**src/rtl/lp_feeder_if.sv**
```systemverilog
// Upstream word stream, LP solver ports and result stream of lp_feeder.
// a1/a2/b and solver/result values are two's-complement bit patterns carried unchanged.
interface lp_feeder_if;
  logic        s_valid;
  logic        s_ready;
  logic [23:0] s_data;
  logic        in_valid;
  logic [5:0]  in_a1;
  logic [5:0]  in_a2;
  logic [11:0] in_b;
  logic        lp_out_valid;
  logic [11:0] lp_out_max_value;
  logic        res_valid;
  logic [11:0] res_value;
  logic [3:0]  res_tag;
  logic        res_err;

  modport slave (
    input  s_valid, s_data, lp_out_valid, lp_out_max_value,
    output s_ready, in_valid, in_a1, in_a2, in_b,
           res_valid, res_value, res_tag, res_err
  );

  modport master (
    output s_valid, s_data, lp_out_valid, lp_out_max_value,
    input  s_ready, in_valid, in_a1, in_a2, in_b,
           res_valid, res_value, res_tag, res_err
  );
endinterface

```
**src/rtl/lp_feeder.sv**
```systemverilog
// Two-slot buffer feeding 7-word LP problems to the solver and returning tagged results.
// Optional LP_FEEDER_CHECK_EN: reject problems lacking the four unit bounding rows.
module lp_feeder (
  input logic        clk,
  input logic        rst_n,
  lp_feeder_if.slave bus
);
  // state | meaning
  // IDLE  | wait for the oldest slot to fill
  // SEND  | present words 0..6 of the selected slot, one per cycle
  // WAIT  | wait for the solver result
  // ERR   | selected slot failed the row check; report it and free the slot
  localparam logic [1:0] IDLE = 2'd0;
  localparam logic [1:0] SEND = 2'd1;
  localparam logic [1:0] WAIT = 2'd2;
  localparam logic [1:0] ERR  = 2'd3;

  logic [1:0]      state;
  logic [23:0]     mem [2][7];
  logic [1:0]      full;
  logic [1:0]      full_nxt;
  logic [1:0][3:0] slot_tag;
  logic            wr_slot;
  logic            rd_slot;
  logic [2:0]      wr_cnt;
  logic [2:0]      snd_cnt;
  logic [3:0]      tag_cnt;
  logic            accept;
  logic            fill_done;
  logic            release_slot;
  logic            sel_ok;
  logic [23:0]     cur_word;

  assign bus.s_ready  = !full[wr_slot];
  assign accept       = bus.s_valid && bus.s_ready;
  assign fill_done    = accept && (wr_cnt == 3'd6);
  assign release_slot = ((state == WAIT) && bus.lp_out_valid) || (state == ERR);

  assign cur_word     = mem[rd_slot][snd_cnt];
  assign bus.in_valid = (state == SEND);
  assign bus.in_a1    = bus.in_valid ? cur_word[23:18] : 6'd0;
  assign bus.in_a2    = bus.in_valid ? cur_word[17:12] : 6'd0;
  assign bus.in_b     = bus.in_valid ? cur_word[11:0]  : 12'd0;

  // Slots fill and drain alternately, so rd_slot always points at the oldest full one.
  always_ff @(posedge clk) begin
    if (accept) mem[wr_slot][wr_cnt] <= bus.s_data;
  end

`ifdef LP_FEEDER_CHECK_EN
  logic [3:0] rows_seen;

  always_comb begin
    rows_seen = 4'b0000;
    for (int i = 1; i < 7; i++) begin
      case (mem[rd_slot][3'(i)][23:12])
        {6'h01, 6'h00}: rows_seen[0] = 1'b1;
        {6'h3F, 6'h00}: rows_seen[1] = 1'b1;
        {6'h00, 6'h01}: rows_seen[2] = 1'b1;
        {6'h00, 6'h3F}: rows_seen[3] = 1'b1;
        default: ;
      endcase
    end
  end

  assign sel_ok = &rows_seen;
`else
  assign sel_ok = 1'b1;
`endif

  // A fill completion and a release touch different slots, so both can land in one cycle.
  always_comb begin
    full_nxt = full;
    if (release_slot) full_nxt[rd_slot] = 1'b0;
    if (fill_done)    full_nxt[wr_slot] = 1'b1;
  end

  always_ff @(posedge clk or negedge rst_n) begin
    if (!rst_n) begin
      state         <= IDLE;
      full          <= 2'b00;
      slot_tag      <= '0;
      wr_slot       <= 1'b0;
      rd_slot       <= 1'b0;
      wr_cnt        <= 3'd0;
      snd_cnt       <= 3'd0;
      tag_cnt       <= 4'd0;
      bus.res_valid <= 1'b0;
      bus.res_value <= 12'd0;
      bus.res_tag   <= 4'd0;
      bus.res_err   <= 1'b0;
    end else begin
      bus.res_valid <= 1'b0;
      full          <= full_nxt;

      if (accept) begin
        if (fill_done) begin
          wr_cnt            <= 3'd0;
          wr_slot           <= !wr_slot;
          slot_tag[wr_slot] <= tag_cnt;
          tag_cnt           <= tag_cnt + 4'd1;
        end else begin
          wr_cnt <= wr_cnt + 3'd1;
        end
      end

      case (state)
        IDLE: begin
          if (full[rd_slot]) begin
            snd_cnt <= 3'd0;
            state   <= sel_ok ? SEND : ERR;
          end
        end
        SEND: begin
          if (snd_cnt == 3'd6) state <= WAIT;
          else                 snd_cnt <= snd_cnt + 3'd1;
        end
        WAIT: begin
          if (bus.lp_out_valid) begin
            bus.res_valid <= 1'b1;
            bus.res_value <= bus.lp_out_max_value;
            bus.res_tag   <= slot_tag[rd_slot];
            bus.res_err   <= 1'b0;
            rd_slot       <= !rd_slot;
            state         <= IDLE;
          end
        end
`ifdef LP_FEEDER_CHECK_EN
        ERR: begin
          bus.res_valid <= 1'b1;
          bus.res_value <= 12'd0;
          bus.res_tag   <= slot_tag[rd_slot];
          bus.res_err   <= 1'b1;
          rd_slot       <= !rd_slot;
          state         <= IDLE;
        end
`endif
        default: state <= IDLE;
      endcase
    end
  end
endmodule

```
**src/flat_wrapper.sv**
```systemverilog
// flat-port wrapper written by rule: the top's interface ports become plain ports
module lp_feeder_flat 
  (clk, rst_n, bus_s_valid, bus_s_data, bus_lp_out_valid, bus_lp_out_max_value, bus_s_ready, bus_in_valid, bus_in_a1, bus_in_a2, bus_in_b, bus_res_valid, bus_res_value, bus_res_tag, bus_res_err);
  lp_feeder_if bus_i ();
  input logic clk;
  input logic rst_n;
  input wire logic [$bits(bus_i.s_valid)-1:0] bus_s_valid;
  input wire logic [$bits(bus_i.s_data)-1:0] bus_s_data;
  input wire logic [$bits(bus_i.lp_out_valid)-1:0] bus_lp_out_valid;
  input wire logic [$bits(bus_i.lp_out_max_value)-1:0] bus_lp_out_max_value;
  output wire logic [$bits(bus_i.s_ready)-1:0] bus_s_ready;
  output wire logic [$bits(bus_i.in_valid)-1:0] bus_in_valid;
  output wire logic [$bits(bus_i.in_a1)-1:0] bus_in_a1;
  output wire logic [$bits(bus_i.in_a2)-1:0] bus_in_a2;
  output wire logic [$bits(bus_i.in_b)-1:0] bus_in_b;
  output wire logic [$bits(bus_i.res_valid)-1:0] bus_res_valid;
  output wire logic [$bits(bus_i.res_value)-1:0] bus_res_value;
  output wire logic [$bits(bus_i.res_tag)-1:0] bus_res_tag;
  output wire logic [$bits(bus_i.res_err)-1:0] bus_res_err;
  assign bus_i.s_valid = bus_s_valid;
  assign bus_i.s_data = bus_s_data;
  assign bus_i.lp_out_valid = bus_lp_out_valid;
  assign bus_i.lp_out_max_value = bus_lp_out_max_value;
  assign bus_s_ready = bus_i.s_ready;
  assign bus_in_valid = bus_i.in_valid;
  assign bus_in_a1 = bus_i.in_a1;
  assign bus_in_a2 = bus_i.in_a2;
  assign bus_in_b = bus_i.in_b;
  assign bus_res_valid = bus_i.res_valid;
  assign bus_res_value = bus_i.res_value;
  assign bus_res_tag = bus_i.res_tag;
  assign bus_res_err = bus_i.res_err;
  lp_feeder u_core (.clk(clk), .rst_n(rst_n), .bus(bus_i));
endmodule
```
**config.mk**
```make
export PLATFORM = sky130hd
export DESIGN_NAME = lp_feeder_flat
export DESIGN_NICKNAME = d
export VERILOG_FILES = /design/src/rtl/lp_feeder_if.sv /design/src/rtl/lp_feeder.sv /design/src/flat_wrapper.sv
export SDC_FILE = /design/constraint.sdc
export NUM_CORES = 1
export LEC_CHECK = 0
export ABC_CLOCK_PERIOD_IN_PS = 3100
export BUFFER_PORTS_ARGS = -buffer_cell sky130_fd_sc_hd__buf_2
export CAP_MARGIN = 10
export CELL_PAD_IN_SITES_DETAIL_PLACEMENT = 2
export CELL_PAD_IN_SITES_GLOBAL_PLACEMENT = 2
export CORE_MARGIN = 1.5
export CORE_UTILIZATION = 41
export DETAILED_ROUTE_END_ITERATION = 16
export GPL_TIMING_DRIVEN = 0
export PLACE_DENSITY = 0.86
export SYNTH_ARGS = -nofsm -noshare
export SYNTH_HDL_FRONTEND = slang
export SYNTH_SLANG_ARGS = --single-unit
```
**constraint.sdc**
```tcl
create_clock -name clk -period 3.1 [get_ports clk]
set_input_delay 0.155 -clock clk [delete_from_list [all_inputs] [get_ports clk]]
set_output_delay 0.155 -clock clk [all_outputs]
set_load 0.02 [all_outputs]
```
==> out/qor.yml <==
status:
  status: "finished with violations"
  violations: "DRC"
die:
  coreArea_um2: 35700
  die_w_um: 194
  num_rows: 69
  initial_core_util: 0.418
  die_area_um2: 37500
  io_pins: 84
  die_y_um: 194
critical_path:
  start_kind: "flop"
  end_kind: "output port"
  r2r_cells: 5
  crit_start: "u_core.snd_cnt[0]$_DFFE_PN0P_"
  regToRegSetupSlack_ns: 0.24
  critical_path_required_ns: 2.94
  crit_arrival_ns: 2.89
  reg2reg_from: "u_core.wr_slot$_DFFE_PN0P_"
  worstPathMaxFanout: 10
  critPathKind: "flop to output port"
worst_hold_path:
  holdCritStartpoint: "bus_s_data[9]"
  hp-class: "input pin to flop"
  hold_depth: 1
timing:
  fin_skew_ns: 0.0154
  setup_viol: 0
  final-hold-violation-count: 0
  period_minus_slack_ns: 3.05
  rsz0062_at_grt: "false"
  period_share: 0.984
  fmax_mhz: 328
  slew_headroom: 0.256
  setup_ws_ns: 0.0501
  worstMarginPinSlew_ns: 1.11
  drv_slew: 0
global_routing:
  grt_pass1_wl_um: 73300
  grt_max_degree: 42
  overflow: 0
  grt.total_usage: 0.274
  grt_pass1_vias: 10200
  antenna_found_initial: 0
clock_network:
  tritoncts: "built"
  clk_latency_ns: 0.55
  clockRootBuffer: "clkbuf_16"
  cts.clk_slew.worst_paths_ns: 0.07
  cts_buffers: 41
  htreeDepth: 2
  post_cts_buffers: 0
  numClockSinks: 377
  cts_buffer_depth: 3
synthesis:
  synth_area_um2: 14900
  synth_edf_count: 336
  yosysTopAreaCellShare: 0.677
  synth_cells: 848
  ys_seq_elements: 377
  yosys.area.top_type: "edfxtp_1"
  yosysMostFrequentCell: "edfxtp_1"
  synth-seq-area-share: 0.746
  synth_cell_types: 45
  synth_fp_nets: 893
  async_flop_share: 0.109
  yosys-top-cells-count: "edfxtp_1, nand2_1, mux2i_1"
  avgSynthCellArea_um2: 17.6
  yosys_warnings: 0
  synth_area_leaders: "edfxtp_1, dfrtp_1, mux4_2, mux2i_1, nand2_1"
  synthFlopType: "edfxtp_1"
drt:
  drt_wl_total_um: 50300
  post-route-drc-count: 1
  vias: 9116
  drt_iter0_markers: 808
  via_per_inst: 6.05
  ant_nets: 0
  detail_route.wl_per_cell_um: 33.4
  dr.pass1.iters: 11
placed_design:
  portBuffers: 82
  post-dp-hpwl_um: 29300
  place.gp.congestion: 0.727
  pre_cts_slack_ns: 0.231
power_and_ir_drop:
  total_power_mw: 17.4
  powerDensity_nw_per_um2: 977
  max-vdd-ir-drop_v: 0.000502
  leakage_nw: 6.25
layout:
  n_antenna_cell: 0
  nets: 1058
  drive_above_1_share: 0.257
  syn_to_final_growth_pct: 19.6
run:
  cap_violations: 0
-- timing repair --
action                                  CTS  global route
resized for setup                         2             4
hold buffers                             32             0
hold endpoints to repair                249             0
endpoints found under the setup margin    8             3
pin swaps                                 0             0
-- metrics by stage --
step	cell area, µm²	util	hold slack [ns]	instances	TNS (ns)
6_report	17800	0.499	0.00137	1506	0
5_1_grt	17800	0.499	0.00731	1506	0
4_1_cts	17800	0.499	0.00329	1506	0
3_5_place_dp	16200	0.455	0.353	1400	0
3_3_place_gp	15900	0.446	0.346	1391	-220.71
2_1_floorplan	14900	-	-0.141	848	0
-- state kept, by name, summed over array words and instances, names as in the netlist --
signal / count
u_core.state: 2
u_core.wr_slot: 1
u_core.snd_cnt: 3
u_core.slot_tag: 8
u_core.rd_slot: 1
u_core.wr_cnt: 3
u_core.bus.res_value: 12
u_core.full: 2
u_core.bus.res_tag: 4
u_core.tag_cnt: 4
u_core.mem: 336
u_core.bus.res_valid: 1
-- power by group --
group	switching [mW]	total (mW)	internal, mW	leakage, nW
Sequential	0.301	6.42	6.12	3.57
Clock	2.09	4.75	2.66	0.628
Combinational	4.15	6.23	2.08	2.06
-- cells by family (layout without fill, tap and decap cells) --
group | after synthesis | count (layout) | share of synthesized area
buffers and inverters | 60 | 257 | 0.0252
muxes | 122 | 122 | 0.116
AOI/OAI and AO/OA | 122 | 122 | 0.0536
adders and majority gates | 5 | 5 | 0.00420
DFF | 377 | 377 | 0.746
and+or+nand+nor | 156 | 156 | 0.0515
other | 1 | 1 | 0.000252
xor gates and xnor gates | 5 | 5 | 0.00294
-- routing by layer --
layer / global-route usage / part of all wire / up-vias
met2: 0.468 / 0.50 / 441
met5: 0 / 0 / -
met1: 0.350 / 0.40 / 4856
met3: 0.0530 / 0.066 / 116
li1: - / - / 3703
met4: 0.0948 / 0.031 / 0
-- path summary, 6_finish.rpt --
check | end
min in group asynchronous | u_core.snd_cnt[0]$_DFFE_PN0P_
worst max-delay path | bus_in_a1[5]
worst max register to register | u_core.mem[0][115]$_DFFE_PP_
max in group asynchronous | u_core.bus.res_value[9]$_DFFE_PN0P_
worst min-delay path | u_core.mem[0][105]$_DFFE_PP_
worst min register to register | u_core.bus.res_value[3]$_DFFE_PN0P_
-- critical path: stages (launching register included) --
cell and delay, ns:
dfrtp_1 0.50, clkbuf_4 0.32, clkbuf_2 0.30, buf_2 0.37, a21oi_1 0.19, nor3_1 0.40, buf_2 0.26
-- placed cells by master (no fill, tap or decap), drive strengths merged, types with 22 or more instances in the layout --
| cell type | count |
|---|---|
| o21ai | 35 |
| edfxtp | 336 |
| buf | 125 |
| clkbuf | 74 |
| nand2 | 76 |
| mux2i | 64 |
| a21oi | 22 |
| dfrtp | 41 |
| mux4 | 37 |
| dlygate4sd3 | 32 |
-- final cells by class --
type,count,area (µm²)
Buffer,52,354
Tap cell,461,577
Multi-Input combinational cell,411,3520
Sequential cell,377,11100
Inverter,7,26.3
Clock inverter,19,123
Clock buffer,56,1130
Fill cell,3210,17800
Timing Repair Buffer,123,953
Power figures use the tool's default switching activity.
